$ cat config.mk
export PLATFORM = sky130hd
export DESIGN_NAME = sigma_delta_mash_param
export DESIGN_NICKNAME = d
export VERILOG_FILES = /design/src/rtl/sigma_delta_mash_param.sv
export SDC_FILE = /design/constraint.sdc
export NUM_CORES = 1
export LEC_CHECK = 0
export CORE_ASPECT_RATIO = 0.9
export CORE_MARGIN = 2
export CORE_UTILIZATION = 40
export DETAILED_ROUTE_END_ITERATION = 12
export SYNTH_ARGS = -nofsm -noshare
export SYNTH_HDL_FRONTEND = slang
export SYNTH_SLANG_ARGS = --single-unit
export TNS_END_PERCENT = 100
$ cat constraint.sdc
create_clock -name clk -period 6.1 [get_ports clk]
set_clock_uncertainty 0.05 [all_clocks]
set_input_delay 1.83 -clock clk [delete_from_list [all_inputs] [get_ports clk]]
set_output_delay 1.83 -clock clk [all_outputs]
set_load 0.02 [all_outputs]
$ cat src/rtl/sigma_delta_mash_param.sv
// Run-time selectable MASH 1-1-1 sigma-delta modulator (order 1..STAGES) with LFSR dither on stage 1.
// Latency: sd_out/carry_mon register on the same edge as the accumulators; kin_ready low only during FLUSH.
module sigma_delta_mash_param #(
  parameter int          BITWIDTH  = 40,
  parameter int          STAGES    = 3,
  parameter logic [15:0] LFSR_SEED = 16'hACE1
) (
  input  logic                   clk,
  input  logic                   reset_n,
  input  logic                   enable,
  input  logic [1:0]             order_sel,
  input  logic                   dither_en,
  input  logic [BITWIDTH-1:0]    kin,
  input  logic                   kin_valid,
  output logic                   kin_ready,
  output logic signed [STAGES:0] sd_out,
  output logic [STAGES-1:0]      carry_mon
);

  typedef enum logic [1:0] {IDLE, RUN, FLUSH} state_t;

  state_t              state, state_nxt;
  logic [1:0]          ord_act, ord_req;
  logic [BITWIDTH-1:0] k_act, acc1, acc2, acc3;
  logic [15:0]         lfsr;
  logic                c2_z1, c3_z1, c3_z2;
  logic                step, clear;
  logic                dith, en2, en3, c1, c2, c3;
  logic [BITWIDTH:0]   s1, s2, s3;
  logic signed [3:0]   y;
  logic [2:0]          c_vec;

  always_comb begin
    ord_req = order_sel;
    if (order_sel == 2'd0)
      ord_req = 2'd1;
    else if (int'(order_sel) > STAGES)
      ord_req = 2'(STAGES);
  end

  always_comb begin
    state_nxt = state;
    step      = 1'b0;
    clear     = 1'b0;
    kin_ready = 1'b1;
    case (state)
      IDLE: if (enable) state_nxt = RUN;
      RUN: begin
        if (!enable)
          state_nxt = IDLE;
        else if (ord_req != ord_act) begin
          // Clearing on entry keeps the accumulators at zero for the whole FLUSH cycle
          state_nxt = FLUSH;
          clear     = 1'b1;
        end else
          step = 1'b1;
      end
      FLUSH: begin
        kin_ready = 1'b0;
        clear     = 1'b1;
        state_nxt = enable ? RUN : IDLE;
      end
      default: state_nxt = IDLE;
    endcase
  end

  always_comb begin
    dith  = lfsr[0] & dither_en;
    en2   = ord_act >= 2'd2;
    en3   = ord_act == 2'd3;
    s1    = {1'b0, acc1} + {1'b0, k_act} + {{BITWIDTH{1'b0}}, dith};
    s2    = {1'b0, acc2} + {1'b0, s1[BITWIDTH-1:0]};
    s3    = {1'b0, acc3} + {1'b0, s2[BITWIDTH-1:0]};
    c1    = s1[BITWIDTH];
    c2    = en2 & s2[BITWIDTH];
    c3    = en3 & s3[BITWIDTH];
    c_vec = {c3, c2, c1};
  end

  // Stage 2 adds its first difference, stage 3 its second difference
  always_comb begin
    y = 4'sd0;
    y = y + $signed({3'b000, c1});
    y = y + $signed({3'b000, c2}) - $signed({3'b000, c2_z1});
    y = y + $signed({3'b000, c3}) - $signed({2'b00, c3_z1, 1'b0}) + $signed({3'b000, c3_z2});
  end

  always_ff @(posedge clk or negedge reset_n) begin
    if (!reset_n)
      state <= IDLE;
    else
      state <= state_nxt;
  end

  always_ff @(posedge clk or negedge reset_n) begin
    if (!reset_n) begin
      acc1      <= '0;
      acc2      <= '0;
      acc3      <= '0;
      c2_z1     <= 1'b0;
      c3_z1     <= 1'b0;
      c3_z2     <= 1'b0;
      k_act     <= '0;
      sd_out    <= '0;
      carry_mon <= '0;
      lfsr      <= LFSR_SEED;
      ord_act   <= 2'd1;
    end else begin
      sd_out <= '0;
      if (step) begin
        acc1      <= s1[BITWIDTH-1:0];
        acc2      <= en2 ? s2[BITWIDTH-1:0] : '0;
        acc3      <= en3 ? s3[BITWIDTH-1:0] : '0;
        c2_z1     <= c2;
        c3_z1     <= c3;
        c3_z2     <= c3_z1;
        lfsr      <= {lfsr[14:0], lfsr[15] ^ lfsr[13] ^ lfsr[12] ^ lfsr[10]};
        sd_out    <= y[STAGES:0];
        carry_mon <= c_vec[STAGES-1:0];
      end else if (clear) begin
        acc1      <= '0;
        acc2      <= '0;
        acc3      <= '0;
        c2_z1     <= 1'b0;
        c3_z1     <= 1'b0;
        c3_z2     <= 1'b0;
        carry_mon <= '0;
      end
      if (state == FLUSH)
        ord_act <= ord_req;
      if (kin_valid && kin_ready)
        k_act <= kin;
    end
  end

endmodule
==> After elaboration in Yosys (flattened, before gate mapping) <==
Cells that the tools add are included.
{ "totals": {"ff_bits": 190, "latch_bits": 0, "ram_bits": 0, "rom_bits": 0, "in_bits": 47, "output_inout_bits": 8, "wordCells": 65, "mem_count": 0} }
{ "classes": {"addsub": 9, "n_mul": 0, "div_mod_pow": 0, "order_cmp": 1, "eq_ne": 6, "n_shift": 0, "muxes": 26, "bitwise_logic": 6, "reduce_logical": 5} }
{ "ops": {"columns": ["operator", "count"], "rows": [
  ["$mux 40", 6],
  ["$add 40x40->41", 3],
  ["$add 41x1->41", 1],
  ["$mux 1", 11],
  ["$mux 2", 4],
  ["$mux 3", 2],
  ["$pmux 2 s3", 1],
  ["$add 3x2->4", 1],
  ["$add 4x2->4", 1],
  ["$eq 2x2->1 const B", 2],
  ["$logic_not 2->1", 2],
  ["$mux 4", 1],
  ["$sub 4x3->4", 1],
  ["$and 1x1->1", 3],
  ["$ne 3x3->1 const B", 1],
  ["$sub 2x1->3", 1],
  ["$xor 1x1->1", 3],
  ["$add 1x1->2", 1],
  ["$eq 2x1->1 const B", 1],
  ["$ge 2x2->1 const B", 1],
  ["$ne 2x2->1", 1],
  ["$ne 2x2->1 const B", 1],
  ["$pmux 1 s2", 1],
  ["$reduce_and 2->1", 1],
  ["other kinds (2)", 2]
]} }

==> Depth between registers and ports, before layout <==
{ "logic_depth": {"ltp_word": 10, "depth_mapped": 36, "depth_no_buf": 34} }

==> Worst setup path after synthesis <==
No wires, ideal clock.
{ "synth_timing": {"path_kind": "in2reg", "startpoint": "input port dither_en", "endpoint": "register sd_out[2]", "setup_time_ns": 0.132, "arrival_time_ns": 7.648, "required_time_ns": 5.918, "setup_slack_ns": -1.730, "path_stages": 33, "n_path_buf": 2, "cell_sequence": "nand2_1 fa_1 inv_1 fa_1 a21oi_1 o22ai_1 o31ai_2 o21a_1 o21ai_0 xnor2_1 ha_1 and3_1 clkbuf_1 nand2_1 o41ai_2 o21ai_0 o21bai_1 xnor2_1 ha_1 clkbuf_1 a21oi_1 o21bai_1 a21o_1 a21o_1 a21o_1 a221oi_1 nand2b_1 a41o_1 nand4_1 fa_1 ha_1 xor2_1 nor2_1"} }
{ "synth_via": {"elab_chain_cells": 10, "word_cells_on_any_way": 12, "cone_classes": "8 x add/sub; 1 x mux; 3 x bitwise"} }
{ "synth_lines": {"columns": ["element", "line", "source"], "rows": [
  ["start, declared", "12", "input logic dither_en,"],
  ["$and 1x1->1 (*)", "68", "dith = lfsr[0] & dither_en;"],
  ["$add 41x1->41 (*)", "71", "s1 = {1'b0, acc1} + {1'b0, k_act} + {{BITWIDTH{1'b0}}, dith};"],
  ["branches (longest 4 deep; another with $add 40x40->41)", null, null],
  ["$add 3x2->4 (*)", "85", "y = y + $signed({3'b000, c3}) - $signed({2'b00, c3_z1, 1'b0}) + $signed({3'b000, c3_z2});"],
  ["$sub 4x3->4 (*)", "85", null],
  ["$add 4x2->4 (*)", "85", null],
  ["$mux 4 (*)", "110", "if (step) begin"],
  ["end signal, assigned", "118", "sd_out <= y[STAGES:0];"],
  ["end, declared", "16", "output logic signed [STAGES:0] sd_out,"]
]} }
Mark *: on every way between the ends.
A chain may end at the register's enable or synchronous reset.

==> Worst setup path in the final report <==
Ends and elaborated chain as after synthesis.

==> qor.txt <==
Worst-path clk slew -> 0.08 ns
Area delta synth->final -> 44.0%
Avg Cell Area, Syn -> 9.35 um2
Met3 Use GR -> 3.59%
Dpl ws -> -2.45 ns
Most used flip-flop cell after synthesis -> dfrtp_1
RSZ-0062 raised after global routing -> true
WP data arrival -> 7.76 ns
CTS sink count -> 188
Syn_nets -> 1664
Dpl cell area -> 17700 um2
Max Cap Viol -> 0
Hold Path Depth -> 2
Outcome -> finished with violations
Routed via count -> 13100
Num CTS Buffers -> 17
Fmax -> 0.134 GHz
Ports -> 55
Cell Area, Synth -> 13800 um2
CP Data Required Time -> 6.37 ns
Crit path kind -> input port to flop
Reg-to-reg slack, setup -> -0.43 ns
Share of cells above drive strength 1 -> 38.0%
DR vias/cell -> 5.46
Hold Crit Class -> flop to flop
I/O Buffers -> 54
Count leader, synth -> dfrtp_1
Slowest stage cell, crit path -> fa_2
Overflow after GRT -> 0
Hold EP -> carry_mon[0]
Root buffer selected by CTS -> clkbuf_16
CTS tree -> done
# rows -> 64
Endpoints failing setup -> 28
Routed len/inst -> 17.6 um
CP max FO -> 6
Failing checks -> negative setup slack
Commonest cells post-synth -> 179 x dfrtp_1, 131 x ha_1, 129 x nand2_1, 126 x a21oi_1, 93 x o21ai_0
Min cycle time layout -> 7.49 ns
Slew @ Worst Pin -> 1.18 ns
Slew Limit Fails -> 0
First-pass GRT wire length -> 66.4 mm
Synth top area share -> 32.4%
Setup_tns -> -20.92 ns
Yosys top cell by area -> dfrtp_1
Total core area -> 34000 um2
Drt first pass iters -> 5
Yosys warnings -> 0
Cells after synthesis -> 1480
Hold Crit Start -> carry_mon[0]
Die W -> 200 um
Fill cells -> 2769
GRT Max-Usage Layer -> met2
Drt first-iter violations -> 752
Post-synth cell types -> 82
Final ANT Viol Nets -> 0
Skew-Pair Late Insertion Delay -> 0.45 ns
Final nets -> 2099
Met1 usage -> 33.1%
Number of synthesized flops with an enable pin -> 0
Asr flop ratio synth -> 100%
Worst r2r src -> lfsr[0]
N_diodes -> 0
Top cells by area, synth -> dfrtp_1 32%, ha_1 12%, a22o_1 4.9%, a21oi_1 4.6%, mux2_2 4.4%
Residual DRC -> 0
GPL Wtd Cong -> 0.935
Final setup margin -> -1.39 ns
Max H-tree Level -> 4
RR Endpoint -> sd_out[2]
Global Route Usage Sum -> 23.2%
Vias in the first global route -> 12900
CTS max path bufs -> 2
Cell depth of the worst flop-to-flop path -> 31
Initial Utilization -> 40.7%
Global-route met2 utilization -> 36.0%
Crit share post-route -> 123%
Post-synthesis sequential element count -> 188
Final Cell Area -> 19900 um2
CP endpoint kind -> flop
Largest net degree at the start of global routing -> 125
HPWL after DPL -> 30.1 mm
Crit path largest cell delay -> 0.35 ns
Register area share after synthesis -> 34.1%
Worst relative slew slack -> 21.3%
Wirelength, routed -> 42.2 mm
Final Hold Viols -> 0
Die ar. -> 36100 um2
Startpoint types -> input port
Antenna violations before repair -> 0
Die Y -> 180 um
-- sequential cells by signal, summed over array words and instances (netlist names), 3 cells and up --
name / flops
sd_out: 4
carry_mon: 3
acc3: 40
acc2: 40
lfsr: 16
k_act: 40
acc1: 40
-- repair_timing --
| item | in CTS | in global routing |
|---|---|---|
| buffers inserted | 37 | 32 |
| pin swaps | 85 | 68 |
| hold buffers | 0 | 0 |
| endpoints found under the setup margin | 42 | 36 |
| resized for setup | 130 | 104 |
-- metal layers --
layer	share of wire (%)	wire length, um	up-vias
li1	-	-	6344
met1	49	20500	6364
met2	46	19300	293
met3	3.9	1660	53
met4	1.7	737	0
met5	0	0	-
-- worst max path at each step --
stage,depth (start not counted),slack [ns],start,end
global route,35,-1.64,dither_en,sd_out[2]
detailed placement,35,-2.45,dither_en,sd_out[2]
floorplan,32,-1.32,dither_en,sd_out[2]
global placement,32,-2.39,dither_en,sd_out[2]
finish,35,-1.39,dither_en,sd_out[2]
CTS,33,-1.30,dither_en,sd_out[2]
-- layout by cell type (no fill, tap or decap), types with 6 or more instances in the layout --
master           netlist  final
or3_1                  6      6
nor2b_1               13      9
mux2_2                54     54
ha_1                 131    113
clkbuf_16              0     17
xnor2_2                0     18
o21ai_1               13     38
xnor2_1               68     46
a21oi_2                4     35
dfstp_2                9      9
ha_4                   0     15
and3_1                14     11
nand3_1               24     22
o21ai_0               93     58
a21oi_4                1     13
buf_6                  1     30
o211ai_1               8      8
o21ai_2                1     10
a21oi_1              126     83
a22o_1                77     77
dfrtp_1              179    179
nor3_1                21     15
and2_1                 8      6
inv_1                 52     50
clkdlybuf4s50_1        0     52
nand4_1               33     33
o21a_1                12     12
nor2_1                67     54
a21o_1                77     77
nand2b_1              14     13
o21bai_1              19     16
nor3_2                 0      6
nor2_2                 0     10
xor2_1                40     32
buf_4                  2    402
nand2_1              129    124
-- kinds of logic after synthesis --
| group | share of synthesized area [%] |
|---|---|
| compound gates | 26.4 |
| simple gates | 12.0 |
| flops | 34.1 |
| fa+ha+maj | 12.7 |
| buf+inv | 3.48 |
| xor+xnor | 6.84 |
| mux | 4.55 |
-- critical path, delay by kind of cell --
kind	cells	cell delay, ns
compound gates	13	2.50
xor+xnor	3	0.49
fa+ha+maj	6	1.48
buf+inv	4	0.45
simple gates	9	0.98
-- stage by stage --
step | hold WS (ns) | util (%) | cells
global route | 0.463 | 58.6 | 2390
floorplan | 0.400 | - | 1480
global placement | 0.414 | 52.0 | 2296
detailed placement | 0.420 | 52.0 | 2296
finish | 0.427 | 58.6 | 2390
CTS | 0.436 | 56.3 | 2362
-- cell type report --
cell class	count	area, um2	share of cell area (%)
repair buffers	488	3950	19.8
clock buffers	19	433	2.17
inverters	52	195	0.979
clock inverters	13	143	0.716
flip-flops and latches	188	4720	23.7
multi-input cells	1168	9920	49.8
well taps	462	578	2.90
Power is not shown: default switching activity piles up to over one toggle a cycle in this logic, so the estimate is an artifact.
